<file path="src/rtl/led_lights.sv">
// Shared definitions for the LED/seven-segment lights blocks: state encoding,
// decimal display ceiling and the terminal-count clamp.
package led_lights;

  typedef enum logic [1:0] {
    IDLE     = 2'd0,
    COUNTING = 2'd1,
    HOLD     = 2'd2
  } cu_state_t;

  localparam logic [15:0] BCD_MAX = 16'd9999;
  localparam int          SCAN_W  = 18;

  // A zero or undisplayable limit falls back to the largest four-digit value.
  function automatic logic [15:0] eff_limit(input logic [15:0] lim);
    return ((lim == 16'd0) || (lim > BCD_MAX)) ? BCD_MAX : lim;
  endfunction

endpackage

</file>
<file path="src/rtl/counting_up_if.sv">
// Control and display bundle for the counting_up stopwatch.
interface counting_up_if;
  import led_lights::*;

  // start/halt are single-cycle pulses sampled on the rising clock edge with
  // no back-pressure; done is a registered one-cycle pulse, state is debug only.
  logic        start;
  logic        halt;
  logic [15:0] limit;
  logic [15:0] elapsed;
  logic        running;
  logic        done;
  logic [7:0]  seg;
  logic [3:0]  an;
  cu_state_t   state;

  modport master (output start, halt, limit,
                  input  elapsed, running, done, seg, an, state);
  modport slave  (input  start, halt, limit,
                  output elapsed, running, done, seg, an, state);
endinterface

</file>
<file path="src/rtl/bin_to_bcd.sv">
// Registered 16-bit binary to four-digit BCD (shift-add-3), one cycle latency.
module bin_to_bcd (
  input  logic        clk,
  input  logic        rst_n,
  input  logic [15:0] bin,
  output logic [15:0] bcd
);
  logic [15:0] bcd_d;
  logic [15:0] sh_b;

  always_comb begin
    bcd_d = '0;
    sh_b  = bin;
    for (int i = 0; i < 16; i++) begin
      for (int d = 0; d < 4; d++) begin
        if (bcd_d[4*d +: 4] >= 4'd5) bcd_d[4*d +: 4] = bcd_d[4*d +: 4] + 4'd3;
      end
      bcd_d = {bcd_d[14:0], sh_b[15]};
      sh_b  = {sh_b[14:0], 1'b0};
    end
  end

  always_ff @(posedge clk or negedge rst_n) begin
    if (!rst_n) bcd <= '0;
    else        bcd <= bcd_d;
  end
endmodule

</file>
<file path="src/rtl/clock_divider.sv">
// Enable-gated prescaler: tick fires on the DIV-th enabled cycle, then every DIV.
module clock_divider #(
  parameter int DIV = 25_000_000
) (
  input  logic clk,
  input  logic rst_n,
  input  logic en,
  output logic tick
);
  localparam int            W    = (DIV > 1) ? $clog2(DIV) : 1;
  localparam logic [W-1:0]  LAST = W'(DIV - 1);

  logic [W-1:0] cnt;

  // Dropping en parks the count at zero so re-enabling starts a fresh period.
  always_ff @(posedge clk or negedge rst_n) begin
    if (!rst_n)                  cnt <= '0;
    else if (!en || cnt == LAST) cnt <= '0;
    else                         cnt <= cnt + W'(1);
  end

  assign tick = en && (cnt == LAST);
endmodule

</file>
<file path="src/rtl/seg7_display.sv">
// Four-digit multiplexed common-anode driver; active-low seg and an, dp off.
module seg7_display #(
  parameter int SCAN_W = 18
) (
  input  logic        clk,
  input  logic        rst_n,
  input  logic        blank,
  input  logic [15:0] bcd,
  output logic [7:0]  seg,
  output logic [3:0]  an
);
  logic [SCAN_W-1:0] scan;
  logic [1:0]        sel;
  logic [3:0]        digit;

  always_ff @(posedge clk or negedge rst_n) begin
    if (!rst_n) scan <= '0;
    else        scan <= scan + SCAN_W'(1);
  end

  assign sel = scan[SCAN_W-1 -: 2];

  always_comb begin
    digit = bcd[{sel, 2'b00} +: 4];
    an    = 4'hF;
    seg   = 8'hFF;
    if (!blank) begin
      an = ~(4'b0001 << sel);
      case (digit)
        4'd0:    seg = 8'hC0;
        4'd1:    seg = 8'hF9;
        4'd2:    seg = 8'hA4;
        4'd3:    seg = 8'hB0;
        4'd4:    seg = 8'h99;
        4'd5:    seg = 8'h92;
        4'd6:    seg = 8'h82;
        4'd7:    seg = 8'hF8;
        4'd8:    seg = 8'h80;
        4'd9:    seg = 8'h90;
        default: seg = 8'hFF;
      endcase
    end
  end
endmodule

</file>
<file path="src/rtl/counting_up.sv">
// Up-counting stopwatch: counts ticks from start up to a clamped terminal count,
// freezes on halt or terminal count, and shows the count on a 4-digit display.
module counting_up
  import led_lights::*;
#(
  parameter int TICK_DIV = 25_000_000
) (
  input  logic          clk,
  input  logic          rst,
  counting_up_if.slave  bus
);
  logic        rst_n;
  cu_state_t   state_q, state_d;
  logic [15:0] elapsed_q, elapsed_d;
  logic [15:0] lim_q, lim_d;
  logic        done_q, done_d;
  logic        tick;
  logic [16:0] elapsed_inc;
  logic [15:0] bcd;
  logic [7:0]  seg;
  logic [3:0]  an;

  // The reused blocks take an active-low reset.
  assign rst_n = ~rst;

  clock_divider #(.DIV(TICK_DIV)) u_div (
    .clk   (clk),
    .rst_n (rst_n),
    .en    (state_q == COUNTING),
    .tick  (tick)
  );

  always_ff @(posedge clk or posedge rst) begin
    if (rst) begin
      state_q   <= IDLE;
      elapsed_q <= '0;
      lim_q     <= BCD_MAX;
      done_q    <= 1'b0;
    end else begin
      state_q   <= state_d;
      elapsed_q <= elapsed_d;
      lim_q     <= lim_d;
      done_q    <= done_d;
    end
  end

  // One extra bit keeps the terminal comparison free of wrap-around.
  assign elapsed_inc = {1'b0, elapsed_q} + 17'd1;

  always_comb begin
    state_d   = state_q;
    elapsed_d = elapsed_q;
    lim_d     = lim_q;
    done_d    = 1'b0;
    case (state_q)
      IDLE, HOLD: begin
        if (bus.start) begin
          state_d   = COUNTING;
          elapsed_d = '0;
          lim_d     = eff_limit(bus.limit);
        end
      end
      COUNTING: begin
        if (bus.halt) begin
          state_d = HOLD;
        end else if (tick) begin
          if (elapsed_inc >= {1'b0, lim_q}) begin
            elapsed_d = lim_q;
            state_d   = HOLD;
            done_d    = 1'b1;
          end else begin
            elapsed_d = elapsed_inc[15:0];
          end
        end
      end
      default: state_d = IDLE;
    endcase
  end

  bin_to_bcd u_bcd (
    .clk   (clk),
    .rst_n (rst_n),
    .bin   (elapsed_q),
    .bcd   (bcd)
  );

  seg7_display #(.SCAN_W(SCAN_W)) u_disp (
    .clk   (clk),
    .rst_n (rst_n),
    .blank (state_q == IDLE),
    .bcd   (bcd),
    .seg   (seg),
    .an    (an)
  );

  assign bus.elapsed = elapsed_q;
  assign bus.running = (state_q == COUNTING);
  assign bus.done    = done_q;
  assign bus.seg     = seg;
  assign bus.an      = an;
  assign bus.state   = state_q;
endmodule

</file>
<file path="src/flat_wrapper.sv">
// flat-port wrapper written by rule: the top's interface ports become plain ports
module counting_up_flat import led_lights::*;
#(
  parameter int TICK_DIV = 25_000_000
)
  (clk, rst, bus_start, bus_halt, bus_limit, bus_elapsed, bus_running, bus_done, bus_seg, bus_an, bus_state);
  counting_up_if bus_i ();
  input  logic clk;
  input  logic rst;
  input wire logic [$bits(bus_i.start)-1:0] bus_start;
  input wire logic [$bits(bus_i.halt)-1:0] bus_halt;
  input wire logic [$bits(bus_i.limit)-1:0] bus_limit;
  output wire logic [$bits(bus_i.elapsed)-1:0] bus_elapsed;
  output wire logic [$bits(bus_i.running)-1:0] bus_running;
  output wire logic [$bits(bus_i.done)-1:0] bus_done;
  output wire logic [$bits(bus_i.seg)-1:0] bus_seg;
  output wire logic [$bits(bus_i.an)-1:0] bus_an;
  output wire logic [$bits(bus_i.state)-1:0] bus_state;
  assign bus_i.start = bus_start;
  assign bus_i.halt = bus_halt;
  assign bus_i.limit = bus_limit;
  assign bus_elapsed = bus_i.elapsed;
  assign bus_running = bus_i.running;
  assign bus_done = bus_i.done;
  assign bus_seg = bus_i.seg;
  assign bus_an = bus_i.an;
  assign bus_state = bus_i.state;
  counting_up #(.TICK_DIV(TICK_DIV)) u_core (.clk(clk), .rst(rst), .bus(bus_i));
endmodule
</file>
<file path="config.mk">
export PLATFORM = sky130hd
export DESIGN_NAME = counting_up_flat
export DESIGN_NICKNAME = d
export VERILOG_FILES = /design/src/rtl/led_lights.sv /design/src/rtl/counting_up_if.sv /design/src/rtl/bin_to_bcd.sv /design/src/rtl/clock_divider.sv /design/src/rtl/seg7_display.sv /design/src/rtl/counting_up.sv /design/src/flat_wrapper.sv
export SDC_FILE = /design/constraint.sdc
export NUM_CORES = 1
export LEC_CHECK = 0
export CORE_MARGIN = 2
export CORE_UTILIZATION = 56
export CTS_BUF_LIST = sky130_fd_sc_hd__clkbuf_8 sky130_fd_sc_hd__clkbuf_16
export CTS_CLUSTER_DIAMETER = 120
export DETAILED_ROUTE_END_ITERATION = 8
export PLACE_DENSITY = 0.78
export SYNTH_ARGS = -nofsm -noshare
export SYNTH_HDL_FRONTEND = slang
export SYNTH_SLANG_ARGS = --single-unit
</file>
<file path="constraint.sdc">
create_clock -name clk -period 11.27 [get_ports clk]
set_input_delay 1.127 -clock clk [delete_from_list [all_inputs] [get_ports clk]]
set_output_delay 1.127 -clock clk [all_outputs]
set_load 0.005 [all_outputs]
</file>
==> flow_summary.yaml, run 1 <==
timing:
  period_share_pct: 95.2
  worst_slew_pin_slew_ns: 1.15
  clock_skew_ns: 0.0127
  max_clock_freq_mhz: 93.2
  hold_violations: 0
  relSlewSlack_pct: 23.5
  period_needed_ns: 10.73
  setup_viol: 0
  slew_viol_final: 0
power_and_ir_drop:
  power_switching_share_pct: 26.2
  pwr_density_cell_mw_per_mm2: 69.0
  p_leak_nw: 4.63
  p_total_w: 0.000761
  power_switching_w: 0.000199
  vdd_drop_max_mv: 0.0943
  pwr-share-comb_pct: 10.3
  seq_power_share_pct: 46.8
  p_clk_share_pct: 42.9
  p_int_w: 0.000562
synth:
  synth.avg_cell_area_sq_um: 7.75
  synth-xor-area-share_pct: 6.34
  synth_nets: 1349
  synth_compound_area_share_pct: 28.8
  async_flop_share_pct: 100
  synth_edf_count: 0
  synth-simple-area-share_pct: 23.8
  ys_seq_area_share_pct: 23.8
  synth_area_sq_mm: 0.00993
  syn-instance-count: 1280
  synth-seq-cells: 94
  synth.distinct_cells: 117
  synth.area.mux_share_pct: 4.80
  synth_top_family_by_area: "compound AO/OA/AOI/OAI gates"
  synthAdderAreaFrac_pct: 6.48
  ys.flop_type: "dfrtp_1"
  ys_warn_count: 0
grt:
  grt_use_total_pct: 25.1
  grt_pass1_wl_um: 39600
  grt_pass1_vias: 8741
  antenna_found_initial: 0
  grt_max_degree: 83
  overflow: 0
route:
  drt_iter0_markers: 738
  drtAntennaViolNets: 0
  post_drt_via_cell_ratio: 6.40
  wl_per_cell_um: 15.8
  wirelength_um: 24200
  drc: 0
  dr_total_vias: 9754
  dr.pass1.iters: 7
placement:
  postPlaceCellArea_sq_mm: 0.0105
  gp_congestion: 0.910
  port_buffers: 50
  place_hpwl_um: 17400
cts:
  cts_tree: "done"
  cts.reportedPaths.clkPinSlew_ns: 0.08
  htree_levels: 3
  cts_buffers: 9
  root_buffer: "clkbuf_16"
  clk_latency_ns: 0.35
  clockBufferDepth: 2
  cts.sinks: 94
worst_setup_path:
  cp_data_required_time_ns: 11.49
  cp_max_fo: 9
  path_common_cell: "ha_1"
  slowest_delay_ns: 0.47
  arrival_ns: 10.95
  critPathLaunchType: "flip-flop"
  cp-end-kind: "flip-flop"
  crit_type: "reg -> reg"
  crit_slowest_cell: "dfrtp_2"
floorplanning:
  core_area_sq_mm: 0.0173
  die_y_um: 137
  start_util_pct: 57.4
  ios: 52
  die-area_sq_mm: 0.0188
  fp.dieW_um: 137
  fp-row-count: 48
finish:
  postLayoutCellArea_sq_mm: 0.0110
  area_growth_pct: 11.2
  fillerInstances: 1502
  diodes: 0
  drive_above_1_share_pct: 10.5
  nNetsFinal: 1364
hold_path:
  hold_class: "reg -> reg"
status:
  run_status: "complete, no violations"
flow_run:
  drv_cap: 0
==> logic make-up after synthesis <==
| kind of cell | count (synthesis) |
|---|---|
| compound gates | 415 |
| xor+xnor | 71 |
| fa+ha+maj | 52 |
| buf+inv | 140 |
| flops | 94 |
| mux | 39 |
| other cells | 1 |
| simple gates | 468 |
==> synthesized netlist by cell type, drive strengths merged, types with 16 or more instances <==
| library cell | instances | area [sq um] |
|---|---|---|
| ha | 49 | 613 |
| a21o | 18 | 135 |
| xor2 | 25 | 219 |
| nor4 | 18 | 119 |
| buf | 26 | 155 |
| a21oi | 96 | 488 |
| nor2 | 111 | 419 |
| nor3 | 33 | 186 |
| o211ai | 22 | 170 |
| and3 | 22 | 143 |
| nand3 | 51 | 255 |
| dfrtp | 86 | 2150 |
| a31oi | 16 | 121 |
| mux2i | 25 | 267 |
| a211oi | 19 | 153 |
| o21ai | 109 | 561 |
| or3 | 17 | 111 |
| clkbuf | 48 | 180 |
| nand2b | 16 | 100 |
| inv | 65 | 249 |
| nand4 | 25 | 156 |
| o22ai | 16 | 100 |
| nand2 | 113 | 427 |
| xnor2 | 46 | 410 |
==> metrics by stage <==
stage | util [%] | setup slack, ns | hold slack (ns) | setup TNS, ns | instances
3_5_place_dp | 60.8 | -0.213 | 0.457 | -0.419 | 1498
2_1_floorplan | - | 0.101 | 0.438 | 0 | 1280
6_report | 63.8 | 0.541 | 0.465 | 0 | 1525
3_3_place_gp | 60.8 | 0.225 | 0.454 | 0 | 1498
5_1_grt | 63.8 | -0.0152 | 0.489 | -0.0152 | 1525
4_1_cts | 62.8 | 0.0102 | 0.470 | 0 | 1514
==> final cells by class <==
cell class	instances	area, sq um	share of cell area (%)
Tap cell	225	282	2.55
Clock buffer	9	225	2.04
Sequential cell	94	2360	21.4
Multi-Input combinational cell	1046	7100	64.3
Clock inverter	7	103	0.930
Inverter	66	254	2.30
Timing Repair Buffer	78	711	6.44
==> metal layers <==
metal	vias to the layer above	part of all wire (%)	GRT usage, %	wire, um
met5	-	0	0	0
met4	0	1.8	7.90	435
met3	36	4.9	2.41	1190
met2	322	48	42.3	11500
met1	4617	46	33.8	11000
li1	4779	-	-	-
==> sequential cells by signal, indices dropped and copies added, names as in the netlist <==
register and count:
u_core.u_div.cnt 25, u_core.u_disp.scan 18, u_core.bus.elapsed 16, u_core.lim_q 16, u_core.u_bcd.bcd 16, u_core.bus.state 2
u_core.bus.done 1
==> final timing paths <==
| path | from | end | slack [ns] | cells after the start |
|---|---|---|---|---|
| setup / recovery | u_core.bus.elapsed[13] | u_core.u_bcd.bcd[13] | 0.54 | 59 |
| hold / removal | u_core.u_disp.scan[12] | u_core.u_disp.scan[12] | 0.46 | 1 |
| setup reg to reg | u_core.bus.elapsed[13] | u_core.u_bcd.bcd[13] | 0.54 | 59 |
| hold reg to reg | u_core.u_disp.scan[12] | u_core.u_disp.scan[12] | 0.46 | 1 |
| max in group asynchronous | rst | u_core.bus.elapsed[13] | 8.91 | 3 |
| min in group asynchronous | rst | u_core.u_div.cnt[10] | 1.01 | 2 |
==> layout by cell type, fill, tap and decap left out, types with 16 or more instances in the layout <==
| cell | instances |
|---|---|
| nor4_1 | 17 |
| nor2_1 | 110 |
| xor2_1 | 25 |
| o21ai_0 | 93 |
| dfrtp_1 | 85 |
| a21oi_1 | 93 |
| nand4_1 | 25 |
| ha_1 | 44 |
| inv_1 | 59 |
| and3_1 | 21 |
| a21o_1 | 18 |
| mux2i_1 | 23 |
| a211oi_1 | 17 |
| xnor2_1 | 44 |
| nand2_1 | 112 |
| nor3_1 | 29 |
| clkdlybuf4s50_1 | 50 |
| o211ai_1 | 21 |
| o22ai_1 | 16 |
| buf_4 | 28 |
| or3_1 | 16 |
| nand3_1 | 51 |
==> worst max-delay path, delay by kind of cell, from the launching register on <==
kind | cells | cell delay [ns]
AND/OR/NAND/NOR | 18 | 3.06
AO/OA/AOI/OAI | 17 | 2.92
adder cells (fa/ha/maj) | 10 | 2.06
multiplexers | 4 | 1.17
buffers and inverters | 9 | 0.76
flip-flops | 1 | 0.47
XOR/XNOR | 1 | 0.12
==> power by group through the flow <==
stage	logic (W)	registers, W	clock network [W]
2_1_floorplan	0.0000414	0.000360	0
3_3_place_gp	0.0000773	0.000363	0
3_5_place_dp	0.0000788	0.000363	0
4_1_cts	0.0000795	0.000356	0.000331
5_1_grt	0.0000894	0.000357	0.000344
6_report	0.0000784	0.000356	0.000327
==> what timing repair did <==
| action | CTS | global route |
|---|---|---|
| hold buffers | 0 | 0 |
| setup endpoints to repair | 2 | 7 |
| pin swaps | 0 | 9 |
| buffers inserted | 0 | 11 |
| gates cloned | 0 | 0 |
| gates resized for setup | 3 | 21 |
Power figures use the tool's default switching activity.
==> run 2: changes to the inputs <==
--- a/config.mk
+++ b/config.mk
@@ -5,12 +5,13 @@
 export SDC_FILE = /design/constraint.sdc
 export NUM_CORES = 1
 export LEC_CHECK = 0
+export CAP_MARGIN = 10
 export CORE_MARGIN = 2
-export CORE_UTILIZATION = 56
+export CORE_UTILIZATION = 60
 export CTS_BUF_LIST = sky130_fd_sc_hd__clkbuf_8 sky130_fd_sc_hd__clkbuf_16
 export CTS_CLUSTER_DIAMETER = 120
 export DETAILED_ROUTE_END_ITERATION = 8
-export PLACE_DENSITY = 0.78
+export PLACE_DENSITY = 0.8
 export SYNTH_ARGS = -nofsm -noshare
 export SYNTH_HDL_FRONTEND = slang
 export SYNTH_SLANG_ARGS = --single-unit
==> constraint.sdc (replaced) <==
create_clock -name clk -period 11.47 [get_ports clk]
set_input_delay 1.147 -clock clk [delete_from_list [all_inputs] [get_ports clk]]
set_output_delay 1.147 -clock clk [all_outputs]
set_load 0.005 [all_outputs]
==> run 2 against run 1 <==
Compared with the run above: final cell count down 0.46%; maximum frequency shrank 1.5%; final area fell by 0.74%; critical path depth up 2; first-iteration DRC count grew 7.5%; critical path type unchanged.
==> flow_summary.yaml, run 2 (synthesis results as in run 1) <==
worst_setup_path:
  cp-end-kind: "flip-flop"
  path_common_cell: "ha_1"
  crit_family: "compound AO/OA/AOI/OAI gates"
  crit_buf_inv: 12
  critPathLaunchType: "flip-flop"
  cp_max_fo: 10
  crit_type: "reg -> reg"
  cp.depth: 61
  worstRegToRegCells: 61
  cp_data_required_time_ns: 11.69
  crit_slowest_cell: "dfrtp_2"
  slowest_delay_ns: 0.46
  arrival_ns: 11.12
cts:
  cts.reportedPaths.clkPinSlew_ns: 0.07
  hold_buffers: 0
  cts.sinks: 94
  htree_levels: 3
  root_buffer: "clkbuf_16"
  clockBufferDepth: 2
  cts_buffers: 9
  clk_latency_ns: 0.35
  cts_tree: "done"
timing:
  relSlewSlack_pct: 26.7
  worst_slew_pin_slew_ns: 1.10
  clock_skew_ns: 0.0127
  period_needed_ns: 10.89
  hold_violations: 0
  fin_ws_ns: 0.577
  setup_viol: 0
  slew_viol_final: 0
  period_share_pct: 95.0
  max_clock_freq_mhz: 91.8
floorplanning:
  core_area_sq_mm: 0.0163
  die-area_sq_mm: 0.0176
  die_y_um: 133
  ios: 52
  start_util_pct: 60.7
  fp-row-count: 47
  fp.dieW_um: 133
grt:
  grt_use_total_pct: 26.7
  met2_usage_pct: 45.4
  grt_max_degree: 61
  overflow: 0
  antenna_found_initial: 0
  grt_use_met3_pct: 2.95
  grt_pass1_wl_um: 40500
  use_met1_pct: 36.0
  grt.busiest_layer: "met2"
  grt_pass1_vias: 8866
finish:
  diodes: 0
  nNetsFinal: 1362
  multi_input_area_sq_mm: 0.00709
  area_growth_pct: 10.4
  largest_reg_flops: 25
  finalCoreUtilization_pct: 67.0
  layout_common_cells: "112 x nand2_1, 109 x nor2_1, 94 x a21oi_1"
  top_regs: "u_core.u_div.cnt (25), u_core.u_disp.scan (18)"
  drive_above_1_share_pct: 10.2
  final_common_cell: "nand2_1"
  fillerInstances: 1438
  instances_no_fill: 1518
  sequential_cell_area_sq_mm: 0.00236
  top_register: "u_core.u_div.cnt"
hold_path:
  min_delay_path_depth: 1
  hold_class: "reg -> reg"
route:
  dr.pass1.iters: 5
  drtAntennaViolNets: 0
  post_drt_via_cell_ratio: 6.39
  wl_per_cell_um: 15.9
  dr_total_vias: 9703
  wirelength_um: 24100
  drc: 0
  drt_iter0_markers: 793
status:
  run_status: "complete, no violations"
power_and_ir_drop:
  p_leak_nw: 4.61
  vdd_drop_max_mv: 0.0565
  p_total_w: 0.000709
  pwr_density_cell_mw_per_mm2: 64.7
placement:
  place_hpwl_um: 17600
  gp_congestion: 0.913
  port_buffers: 50
  pre_cts_slack_ns: -0.0788
  dp_cells: 1492
flow_run:
  drv_cap: 0
[run 2: what timing repair did]
action | CTS | global route
endpoints found under the setup margin | 2 | 7
resized for setup | 2 | 22
gates cloned | 0 | 0
setup buffers | 0 | 10
pin swaps | 0 | 8
[run 2: metal layers]
metal | routed length [um] | up-vias
li1 | - | 4785
met1 | 10900 | 4617
met2 | 11700 | 269
met3 | 1070 | 32
met4 | 410 | 0
met5 | 0 | -
[run 2: worst paths after layout]
kind                                              from                     end  slack, ns
worst max register to register  u_core.bus.elapsed[13]    u_core.u_bcd.bcd[13]       0.58
worst min-delay path            u_core.u_disp.scan[14]  u_core.u_disp.scan[14]       0.47
worst min register to register  u_core.u_disp.scan[14]  u_core.u_disp.scan[14]       0.47
worst max-delay path            u_core.bus.elapsed[13]    u_core.u_bcd.bcd[13]       0.58
max in group asynchronous                          rst  u_core.bus.elapsed[13]       9.12
min in group asynchronous                          rst   u_core.u_disp.scan[9]       1.17
[run 2: through the flow]
step | hold slack (ns) | area, sq um | setup TNS (ns)
4_1_cts | 0.469 | 10800 | 0
2_1_floorplan | 0.438 | 9930 | 0
6_report | 0.467 | 11000 | 0
5_1_grt | 0.489 | 11000 | -0.00125
3_5_place_dp | 0.460 | 10500 | -0.157
3_3_place_gp | 0.454 | 10500 | 0
[run 2: where the power goes]
group          total (W)  internal, W  switching (W)
sequential      0.000350     0.000341     0.00000901
clock           0.000281     0.000149       0.000132
combinational  0.0000778    0.0000341      0.0000437
[run 2: area by class of cell]
class / count / share of cell area, %
multi-input combinational: 1046 / 64.7
sequential: 94 / 21.6
timing repair buffer: 76 / 6.35
tap: 220 / 2.51
inverter: 66 / 2.32
clock buffer: 9 / 2.06
clock inverter: 7 / 0.457
[run 2: worst register-to-register path: cells and delay by family, from the launching register on]
family | cells | cell delay [ns]
AOI/OAI and AO/OA | 18 | 3.42
and+or+nand+nor | 16 | 2.36
adders and majority gates | 9 | 1.81
buffers and inverters | 12 | 1.25
muxes | 4 | 1.10
DFF | 1 | 0.46
xor gates and xnor gates | 2 | 0.33
==> run 3: changes to the inputs <==
--- a/config.mk
+++ b/config.mk
@@ -11,6 +11,7 @@
 export CTS_BUF_LIST = sky130_fd_sc_hd__clkbuf_8 sky130_fd_sc_hd__clkbuf_16
 export CTS_CLUSTER_DIAMETER = 120
 export DETAILED_ROUTE_END_ITERATION = 8
+export GPL_ROUTABILITY_DRIVEN = 0
 export PLACE_DENSITY = 0.8
 export SYNTH_ARGS = -nofsm -noshare
 export SYNTH_HDL_FRONTEND = slang
==> run 3 against run 2 <==
Compared with the run above: non-clock buffer count fell by 9; clock power increased by 10%; via count shrank 0.56%; maximum frequency is 1.5% higher; first-iteration DRC count grew 13%; sequential cell count stayed put; wire length down 0.20%.
==> flow_summary.yaml, run 3 (synthesis results as in run 1) <==
route:
  wl_met3_um: 1320
  drc: 0
  drt_iter0_markers: 894
  wl_met1_um: 11000
  wirelength_um: 24100
  post_drt_via_cell_ratio: 6.39
  dr_total_vias: 9649
  dr.pass1.iters: 6
  dr.max_layer_used: "met4"
  wl_per_cell_um: 15.9
  routed-wl-met2_um: 11300
  drtAntennaViolNets: 0
timing:
  max_clock_freq_mhz: 93.2
  setup_viol: 0
  clock_skew_ns: 0.0131
  hold_ws_ns: 0.468
  slew_viol_final: 0
  period_share_pct: 93.6
  period_needed_ns: 10.73
  worst_slew_pin_slew_ns: 1.16
  fin_ws_ns: 0.739
  fin_tns_setup_ns: 0
  relSlewSlack_pct: 22.7
  hold_violations: 0
  rsz0062_at_grt: "false"
floorplanning:
  core_area_sq_mm: 0.0163
  die-area_sq_mm: 0.0176
  fp.dieW_um: 133
  fp-row-count: 47
  ios: 52
  start_util_pct: 60.7
  die_y_um: 133
grt:
  grt_pass1_wl_um: 39900
  grt_max_degree: 61
  overflow: 0
  antenna_found_initial: 0
  grt_use_total_pct: 26.4
  grt_pass1_vias: 8623
placement:
  postPlaceCellArea_sq_mm: 0.0105
  pre_cts_slack_ns: -0.142
  port_buffers: 50
  place_hpwl_um: 17300
power_and_ir_drop:
  power_switching_w: 0.000191
  p_int_w: 0.000547
  vdd_drop_max_mv: 0.0572
  power_switching_share_pct: 25.8
  pwr_density_cell_mw_per_mm2: 67.6
  p_leak_nw: 4.58
  p_clk_share_pct: 42.0
  pwr-share-comb_pct: 10.4
  seq_power_share_pct: 47.6
finish:
  multi_input_area_sq_mm: 0.00710
  final_common_cell: "nand2_1"
  top_register: "u_core.u_div.cnt"
  top_regs: "u_core.u_div.cnt (25), u_core.u_disp.scan (18)"
  sequential_cell_area_sq_mm: 0.00236
  nNetsFinal: 1353
  diodes: 0
  fillerInstances: 1378
  area_growth_pct: 10.1
  largest_reg_flops: 25
  layout_common_cells: "112 x nand2_1, 109 x nor2_1, 93 x a21oi_1, 93 x o21ai_0, 85 x dfrtp_1"
  finalCoreUtilization_pct: 66.8
  drive_above_1_share_pct: 9.70
  postLayoutCellArea_sq_mm: 0.0109
status:
  run_status: "complete, no violations"
worst_setup_path:
  cp_data_required_time_ns: 11.70
  cp_max_fo: 10
  critPathLaunchType: "flip-flop"
  crit_type: "reg -> reg"
  cp-end-kind: "flip-flop"
  arrival_ns: 10.96
  slowest_delay_ns: 0.47
  crit_slowest_cell: "dfrtp_2"
cts:
  clockBufferDepth: 2
  root_buffer: "clkbuf_16"
  cts_tree: "done"
  cts.sinks: 94
  htree_levels: 3
  cts_buffers: 9
  clk_latency_ns: 0.35
  cts.reportedPaths.clkPinSlew_ns: 0.07
  hold_buffers: 0
hold_path:
  hold_class: "reg -> reg"
flow_run:
  drv_cap: 0
## run 3: cell count changes in the layout (fill, tap and decap cells not counted), sizes merged
cell    delta
buf        -9
bufinv     +1
clkinv     +1
inv        -2
## run 3: path summary, 6_finish.rpt
path                                          end                    from  depth (start not counted)  slack [ns]
setup / recovery             u_core.u_bcd.bcd[14]  u_core.bus.elapsed[13]                         60        0.74
max in group asynchronous  u_core.bus.elapsed[13]                     rst                          3        9.10
min in group asynchronous   u_core.u_disp.scan[3]                     rst                          2        1.16
hold / removal             u_core.u_disp.scan[14]  u_core.u_disp.scan[14]                          1        0.47
hold reg to reg            u_core.u_disp.scan[14]  u_core.u_disp.scan[14]                          1        0.47
setup reg to reg             u_core.u_bcd.bcd[14]  u_core.bus.elapsed[13]                         60        0.74
## run 3: routing by layer
metal,vias to the layer above,GRT usage [%]
met1,4506,36.8
met3,40,3.07
met4,0,6.87
met2,333,43.7
li1,4770,-
met5,-,0
## run 3: power groups by stage
stage                     clock (W)  combinational, W  sequential (W)
after floorplan                   0         0.0000407        0.000353
final                      0.000310         0.0000769        0.000351
after global placement            0         0.0000760        0.000357
after global routing       0.000324         0.0000856        0.000352
after detailed placement          0         0.0000772        0.000357
after CTS                  0.000312         0.0000776        0.000351
## run 3: layout make-up
class / instances / area share, %
inverters: 66 / 2.33
repair buffers: 67 / 5.75
clock inverters: 7 / 0.710
clock buffers: 9 / 2.06
well taps: 220 / 2.52
flip-flops and latches: 94 / 21.6
multi-input cells: 1046 / 65.0
## run 3: metrics by stage
stage / std cells / power [W]
2_1_floorplan: 1280 / 0.000394
3_3_place_gp: 1490 / 0.000433
3_5_place_dp: 1490 / 0.000434
4_1_cts: 1506 / 0.000741
5_1_grt: 1509 / 0.000761
6_report: 1509 / 0.000738
## run 3: worst max-delay path, delay by kind of cell, from the launching register on
| family | cells | cell delay (ns) |
|---|---|---|
| simple gates | 19 | 2.70 |
| buf+inv | 9 | 0.72 |
| flops | 1 | 0.47 |
| mux | 5 | 1.28 |
| fa+ha+maj | 10 | 2.11 |
| compound gates | 17 | 3.32 |
## run 3: what timing repair did
item | in CTS | in global routing
pin swaps | 0 | 4
resized for setup | 3 | 22
setup endpoints to repair | 2 | 7
buffers inserted | 0 | 3
